[src/rtl/uart_pkg.sv]
// Shared UART arbitration definitions.
//   state_t            : frame-level arbiter states
//   TAG_BASE           : upper nibble of the source tag byte that prefixes each frame
//   DEFAULT_ABORT_BYTE : byte emitted when the watchdog cuts a stalled producer off
//   tag_byte()         : builds the tag byte for a requester id
package uart_pkg;

  typedef enum logic [1:0] {
    IDLE  = 2'd0,
    TAG   = 2'd1,
    DATA  = 2'd2,
    ABORT = 2'd3
  } state_t;

  localparam logic [7:0] TAG_BASE           = 8'hF0;
  localparam logic [7:0] DEFAULT_ABORT_BYTE = 8'hFF;

  function automatic logic [7:0] tag_byte(input logic [3:0] id);
    return TAG_BASE | {4'h0, id};
  endfunction

endpackage

[src/rtl/rr_picker.sv]
// Combinational round-robin priority pick.
//   req   : request vector, one bit per requester
//   ptr   : highest-priority index; the search runs upward from here and wraps
//   valid : at least one request is set
//   idx   : index of the first set request at or after ptr
module rr_picker #(
  parameter  int N  = 4,
  localparam int IW = $clog2(N)
) (
  input  logic [N-1:0]  req,
  input  logic [IW-1:0] ptr,
  output logic          valid,
  output logic [IW-1:0] idx
);

  // Walk offsets from farthest to nearest so the closest request to ptr is
  // the one left standing after the loop.
  always_comb begin
    // NOTE: every output gets a default before the loop so no path leaves it
    // unassigned; otherwise synthesis infers a latch.
    valid = 1'b0;
    idx   = '0;
    for (int i = N - 1; i >= 0; i--) begin
      if (req[(int'(ptr) + i) % N]) begin
        valid = 1'b1;
        idx   = IW'((int'(ptr) + i) % N);
      end
    end
  end

endmodule

[src/rtl/uart_tx_arbiter.sv]
// Frame-level round-robin arbiter sharing one UART TX byte port between
// N_REQ byte-stream producers. Each granted frame is prefixed with a tag
// byte (F0 | id); a producer that goes quiet mid-frame for TIMEOUT cycles is
// cut off with ABORT_BYTE and the port is released.
//   i_clk, i_rst      : clock, asynchronous active-high reset
//   i_req_valid/data/last, o_req_ready : per-requester byte streams
//   o_wdata, o_wvalid, i_wready        : single-register UART TX byte port
//   o_busy      : a frame is in progress
//   o_grant     : id of the current or last granted requester
//   o_abort_cnt : saturating count of watchdog aborts
module uart_tx_arbiter
  import uart_pkg::*;
#(
  parameter int         N_REQ      = 4,
  parameter int         TIMEOUT    = 1023,
  parameter logic [7:0] ABORT_BYTE = DEFAULT_ABORT_BYTE
) (
  input  logic               i_clk,
  input  logic               i_rst,
  input  logic [N_REQ-1:0]   i_req_valid,
  input  logic [8*N_REQ-1:0] i_req_data,
  input  logic [N_REQ-1:0]   i_req_last,
  output logic [N_REQ-1:0]   o_req_ready,
  output logic [7:0]         o_wdata,
  output logic               o_wvalid,
  input  logic               i_wready,
  output logic               o_busy,
  output logic [3:0]         o_grant,
  output logic [7:0]         o_abort_cnt
);

  localparam int            IW       = $clog2(N_REQ);
  localparam int            WW       = $clog2(TIMEOUT + 1);
  localparam logic [WW-1:0] WD_LIMIT = WW'(TIMEOUT);
  localparam logic [IW-1:0] LAST_ID  = IW'(N_REQ - 1);

  state_t        state_q, state_d;
  logic [IW-1:0] grant_q, grant_d;
  logic [IW-1:0] rr_ptr_q, rr_ptr_d;
  logic [WW-1:0] wd_q, wd_d;
  logic          wvalid_d;
  logic [7:0]    wdata_d;
  logic [7:0]    abort_cnt_d;

  logic          pick_valid;
  logic [IW-1:0] pick_idx;
  logic          slot_free;
  logic          g_valid, g_last;
  logic [7:0]    g_data;
  logic [IW-1:0] next_id;

  rr_picker #(.N(N_REQ)) u_picker (
    .req   (i_req_valid),
    .ptr   (rr_ptr_q),
    .valid (pick_valid),
    .idx   (pick_idx)
  );

  // The output register may reload when empty or when it drains this cycle.
  assign slot_free = !o_wvalid || i_wready;
  assign g_valid   = i_req_valid[grant_q];
  assign g_last    = i_req_last[grant_q];
  assign g_data    = i_req_data[8*grant_q +: 8];
  assign next_id   = (grant_q == LAST_ID) ? '0 : grant_q + 1'b1;

  assign o_busy  = (state_q != IDLE);
  assign o_grant = 4'(grant_q);

  always_comb begin
    state_d     = state_q;
    grant_d     = grant_q;
    rr_ptr_d    = rr_ptr_q;
    wd_d        = wd_q;
    wvalid_d    = o_wvalid && !i_wready;
    wdata_d     = o_wdata;
    abort_cnt_d = o_abort_cnt;
    o_req_ready = '0;

    unique case (state_q)
      IDLE: begin
        if (pick_valid) begin
          grant_d = pick_idx;
          state_d = TAG;
        end
      end

      TAG: begin
        if (slot_free) begin
          wvalid_d = 1'b1;
          wdata_d  = tag_byte(4'(grant_q));
          wd_d     = '0;
          state_d  = DATA;
        end
      end

      DATA: begin
        // Ready depends only on registered state and i_wready, never on valid.
        o_req_ready[grant_q] = slot_free;
        if (slot_free && g_valid) begin
          wvalid_d = 1'b1;
          wdata_d  = g_data;
          wd_d     = '0;
          if (g_last) begin
            rr_ptr_d = next_id;
            state_d  = IDLE;
          end
        end else if (wd_q == WD_LIMIT) begin
          state_d = ABORT;
        end else if (!g_valid) begin
          // Only producer silence counts; UART backpressure leaves it alone.
          wd_d = wd_q + 1'b1;
        end
      end

      ABORT: begin
        if (slot_free) begin
          wvalid_d    = 1'b1;
          wdata_d     = ABORT_BYTE;
          abort_cnt_d = (o_abort_cnt == 8'hFF) ? o_abort_cnt : o_abort_cnt + 8'd1;
          rr_ptr_d    = next_id;
          state_d     = IDLE;
        end
      end

      default: state_d = IDLE;
    endcase
  end

  // NOTE: sequential state uses non-blocking assignments so every register
  // samples pre-edge values regardless of statement order.
  always_ff @(posedge i_clk or posedge i_rst) begin
    if (i_rst) begin
      state_q     <= IDLE;
      grant_q     <= '0;
      rr_ptr_q    <= '0;
      wd_q        <= '0;
      o_wvalid    <= 1'b0;
      o_wdata     <= 8'h00;
      o_abort_cnt <= 8'h00;
    end else begin
      state_q     <= state_d;
      grant_q     <= grant_d;
      rr_ptr_q    <= rr_ptr_d;
      wd_q        <= wd_d;
      o_wvalid    <= wvalid_d;
      o_wdata     <= wdata_d;
      o_abort_cnt <= abort_cnt_d;
    end
  end

endmodule

[config.mk]
export PLATFORM = sky130hd
export DESIGN_NAME = uart_tx_arbiter
export DESIGN_NICKNAME = d
export VERILOG_FILES = /design/src/rtl/uart_pkg.sv /design/src/rtl/rr_picker.sv /design/src/rtl/uart_tx_arbiter.sv
export SDC_FILE = /design/constraint.sdc
export NUM_CORES = 1
export LEC_CHECK = 0
export BUFFER_PORTS_ARGS = -buffer_cell sky130_fd_sc_hd__clkbuf_2
export CORE_UTILIZATION = 46
export CTS_BUF_LIST = sky130_fd_sc_hd__clkbuf_4 sky130_fd_sc_hd__clkbuf_8
export DETAILED_ROUTE_END_ITERATION = 16
export GPL_ROUTABILITY_DRIVEN = 0
export GPL_TIMING_DRIVEN = 0
export HOLD_SLACK_MARGIN = 0.1
export PLACE_DENSITY = 0.88
export SLEW_MARGIN = 25
export SYNTH_ARGS = -nofsm -noshare
export SYNTH_HDL_FRONTEND = slang
export SYNTH_SLANG_ARGS = --single-unit
export TNS_END_PERCENT = 1
[constraint.sdc]
create_clock -name i_clk -period 1.8 [get_ports i_clk]
set_input_delay 0.18 -clock i_clk [delete_from_list [all_inputs] [get_ports i_clk]]
set_output_delay 0.18 -clock i_clk [all_outputs]
set_load 0.01 [all_outputs]
==> flow_summary_export.csv <==
group,metric,value,unit
cells_and_area,diodes,0,
power_and_ir_drop,internal-power,2.32,mW
cells_and_area,syn2layout_area_growth,26.9,%
sta,holdWs,0.240,ns
power_and_ir_drop,netSwitchingFraction,44.0,%
power_and_ir_drop,p_leak,1.24,nW
sta,fin_crit_sh,112,%
power_and_ir_drop,power_frac_seq,32.5,%
floorplanning,die_height,69.7,µm
drt,routed_wl,5.68,mm
power_and_ir_drop,pwr_density_cell,1550,nW/µm²
grt,antenna_found_initial,0,
sta,drv_slew,0,
grt,grt_max_degree,34,
sta,fin_crit,2.02,ns
hold_path,hold_depth,3,
drt,vias,2093,
hold_path,worstHoldStart,"i_req_valid[3]",
worst_setup_path,critPathRequiredTime,1.96,ns
worst_setup_path,cp.arrival,2.17,ns
floorplanning,ios,69,
grt,track_usage,25.2,%
sta,slew_headroom,53.1,%
floorplanning,die_x,69.7,µm
worst_setup_path,r2r_cells,6,
floorplanning,core.rowCount,24,
worst_setup_path,setup.worst_path.start,"grant_q[0]",
drt,viasPerCell,6.07,
clocking,insertion_delay,0.29,ns
sta,hold_viol,0,
sta,setup_slack,-0.217,ns
worst_setup_path,r2r-start,"grant_q[0]",
clocking,cts_tree,"built",
drt,drc,0,
sta,finalSetupViolations,23,
placement,hpwl,4.00,mm
worst_setup_path,crit_type,"register to register",
synthesis,syn_area,2110,µm²
power_and_ir_drop,p_clk_share,14.2,%
sta,finClkSkew,0.00716,ns
placement,numPortBuffers,66,
clocking,cts.sinks,33,
synthesis,synth_ff_type,"dfrtp_1",
worst_setup_path,start_kind,"register",
synthesis,seq_area_frac_synth,39.2,%
synthesis,synth.avg_cell_area,9.75,µm²
synthesis,synth_edf_count,0,
clocking,root_buffer,"clkbuf_8",
cells_and_area,utilization,61.0,%
worst_setup_path,cp_max_fo,9,
synthesis,synthCells,216,
grt,gr-total-overflow,0,
sta,fmax,496,MHz
drt,routedWlPerCell,16.5,µm
floorplanning,fp.coreArea,4380,µm²
power_and_ir_drop,power_switching,1.83,mW
cells_and_area,fin_nets,342,
power_and_ir_drop,max-vdd-ir-drop,0.951,mV
sta,worst_slew_pin_slew,0.703,ns
power_and_ir_drop,fin_total_pwr,4.15,mW
run,max_cap_violations,0,
grt,grt_pass1_wl,9.69,mm
status,status,"finished with violations",
synthesis,yosysWarnings,0,
floorplanning,start_util,48.1,%
cells_and_area,drive_above_1_share,36.5,%
drt,drtIter0Drc,195,
drt,dr.pass1.iters,6,
synthesis,synth_cell_types,43,
sta,fin_setup_tns,-2.81,ns
clocking,clk_pin_slew_worst_paths,0.07,ns
sta,rsz0062_at_grt,"yes",
synthesis,async_flop_share,100,%
worst_setup_path,end_kind,"register",
clocking,clock_path_buffers,2,
grt,grt_pass1_vias,2035,
floorplanning,die-area,4860,µm²
clocking,htree_levels,2,
placement,dp_slack,-0.320,ns
hold_path,hp-class,"primary input to register",
synthesis,ys_ff_latch,33,
clocking,cts_buffers,5,
drt,antenna_left,0,
power_and_ir_drop,power_frac_comb,53.3,%
status,violations,"negative setup slack",
==> state kept, by name (all words and copies together) (netlist names) <==
name / cells
grant_q: 2
rr_ptr_q: 2
o_wvalid: 1
o_wdata: 8
state_q: 2
o_abort_cnt: 8
wd_q: 10
==> worst paths after layout <==
| check | to | slack, ns |
|---|---|---|
| worst max-delay path | wd_q[7] | -0.22 |
| worst min-delay path | grant_q[0] | 0.24 |
| worst min register to register | o_abort_cnt[5] | 0.50 |
| min in group asynchronous | wd_q[3] | 0.53 |
| worst max register to register | wd_q[7] | -0.22 |
| max in group asynchronous | grant_q[1] | 0.76 |
==> logic make-up (layout without fill, tap and decap cells) <==
kind of cell               after synthesis  after routing  share of synthesized area [%]
muxes                                   15             15                           13.2
other                                    1              2                          0.178
AOI/OAI and AO/OA                       58             59                           17.0
DFF                                     33             33                           39.2
adders and majority gates                6              6                           3.56
and+or+nand+nor                         69             69                           17.6
xor gates and xnor gates                 8              8                           3.33
buffers and inverters                   26            101                           5.88
==> cells in the mapped netlist (all sizes together), types with 5 or more instances <==
| cell | count | area (µm²) |
|---|---|---|
| dfrtp | 33 | 826 |
| o21ai | 27 | 135 |
| nand2 | 13 | 48.8 |
| nor2 | 13 | 48.8 |
| inv | 12 | 45.0 |
| a21oi | 10 | 57.6 |
| mux4 | 10 | 225 |
| a31oi | 8 | 50.1 |
| buf | 8 | 56.3 |
| nand3 | 7 | 40.0 |
| nand4 | 7 | 43.8 |
| clkbuf | 6 | 22.5 |
| ha | 6 | 75.1 |
| nor4 | 6 | 37.5 |
| xor2 | 6 | 52.6 |
| and3 | 5 | 31.3 |
==> worst max-delay path: stages (launching register included) <==
cell,delay [ns]
dfrtp_1,0.36
buf_6,0.14
mux4_2,0.50
buf_6,0.17
a2111o_1,0.47
a21oi_1,0.19
a31oi_1,0.06
==> stage by stage <==
stage	instance area [µm²]	instances
4_1_cts	2660	345
5_1_grt	2670	345
3_3_place_gp	2510	335
6_report	2670	345
2_1_floorplan	2110	217
3_5_place_dp	2510	335
==> layer usage <==
metal,vias to the layer above,routed length [µm],GRT usage (%)
met1,1005,2300,31.9
met5,-,0,0
li1,958,-,-
met2,106,2830,41.5
met4,0,166,11.8
met3,24,379,4.94
==> placed cells by master (no fill, tap or decap), types with 3 or more instances in the layout <==
master and instances:
a21oi_1 8, a31oi_1 8, and3_1 5, buf_4 5, clkbuf_1 4, clkbuf_2 67, clkbuf_8 6, dfrtp_1 32
ha_1 6, inv_1 11, mux2i_1 3, mux4_2 10, nand2_1 13, nand2b_1 4, nand3_1 6, nand4_1 7
nor2_1 13, nor3_1 3, nor3b_1 3, nor4_1 5, o21ai_0 25, o22ai_1 3, xor2_1 6
==> repair_timing <==
action	4_1_cts	5_1_grt
gates cloned	1	0
hold buffers	1	0
endpoints found under the setup margin	25	28
pin swaps	3	2
endpoints found under the hold margin	33	0
setup buffers	1	0
gates resized for setup	10	5
==> area by class of cell <==
class                           instances  area (µm²)
Tap cell                               52        65.1
Timing Repair Buffer                   68         348
Clock buffer                            7        90.1
Fill cell                             366        1710
Multi-Input combinational cell        159        1210
Buffer                                 14        86.3
Sequential cell                        33         827
Inverter                               12        45.0
==> power groups by stage <==
stage / combinational [mW] / sequential (mW) / clock, mW
5_1_grt: 2.45 / 1.39 / 0.624
2_1_floorplan: 1.38 / 1.37 / 0
4_1_cts: 2.16 / 1.34 / 0.590
6_report: 2.21 / 1.35 / 0.591
3_3_place_gp: 1.97 / 1.33 / 0
3_5_place_dp: 2.04 / 1.35 / 0
(Power assumes the default switching activity.)
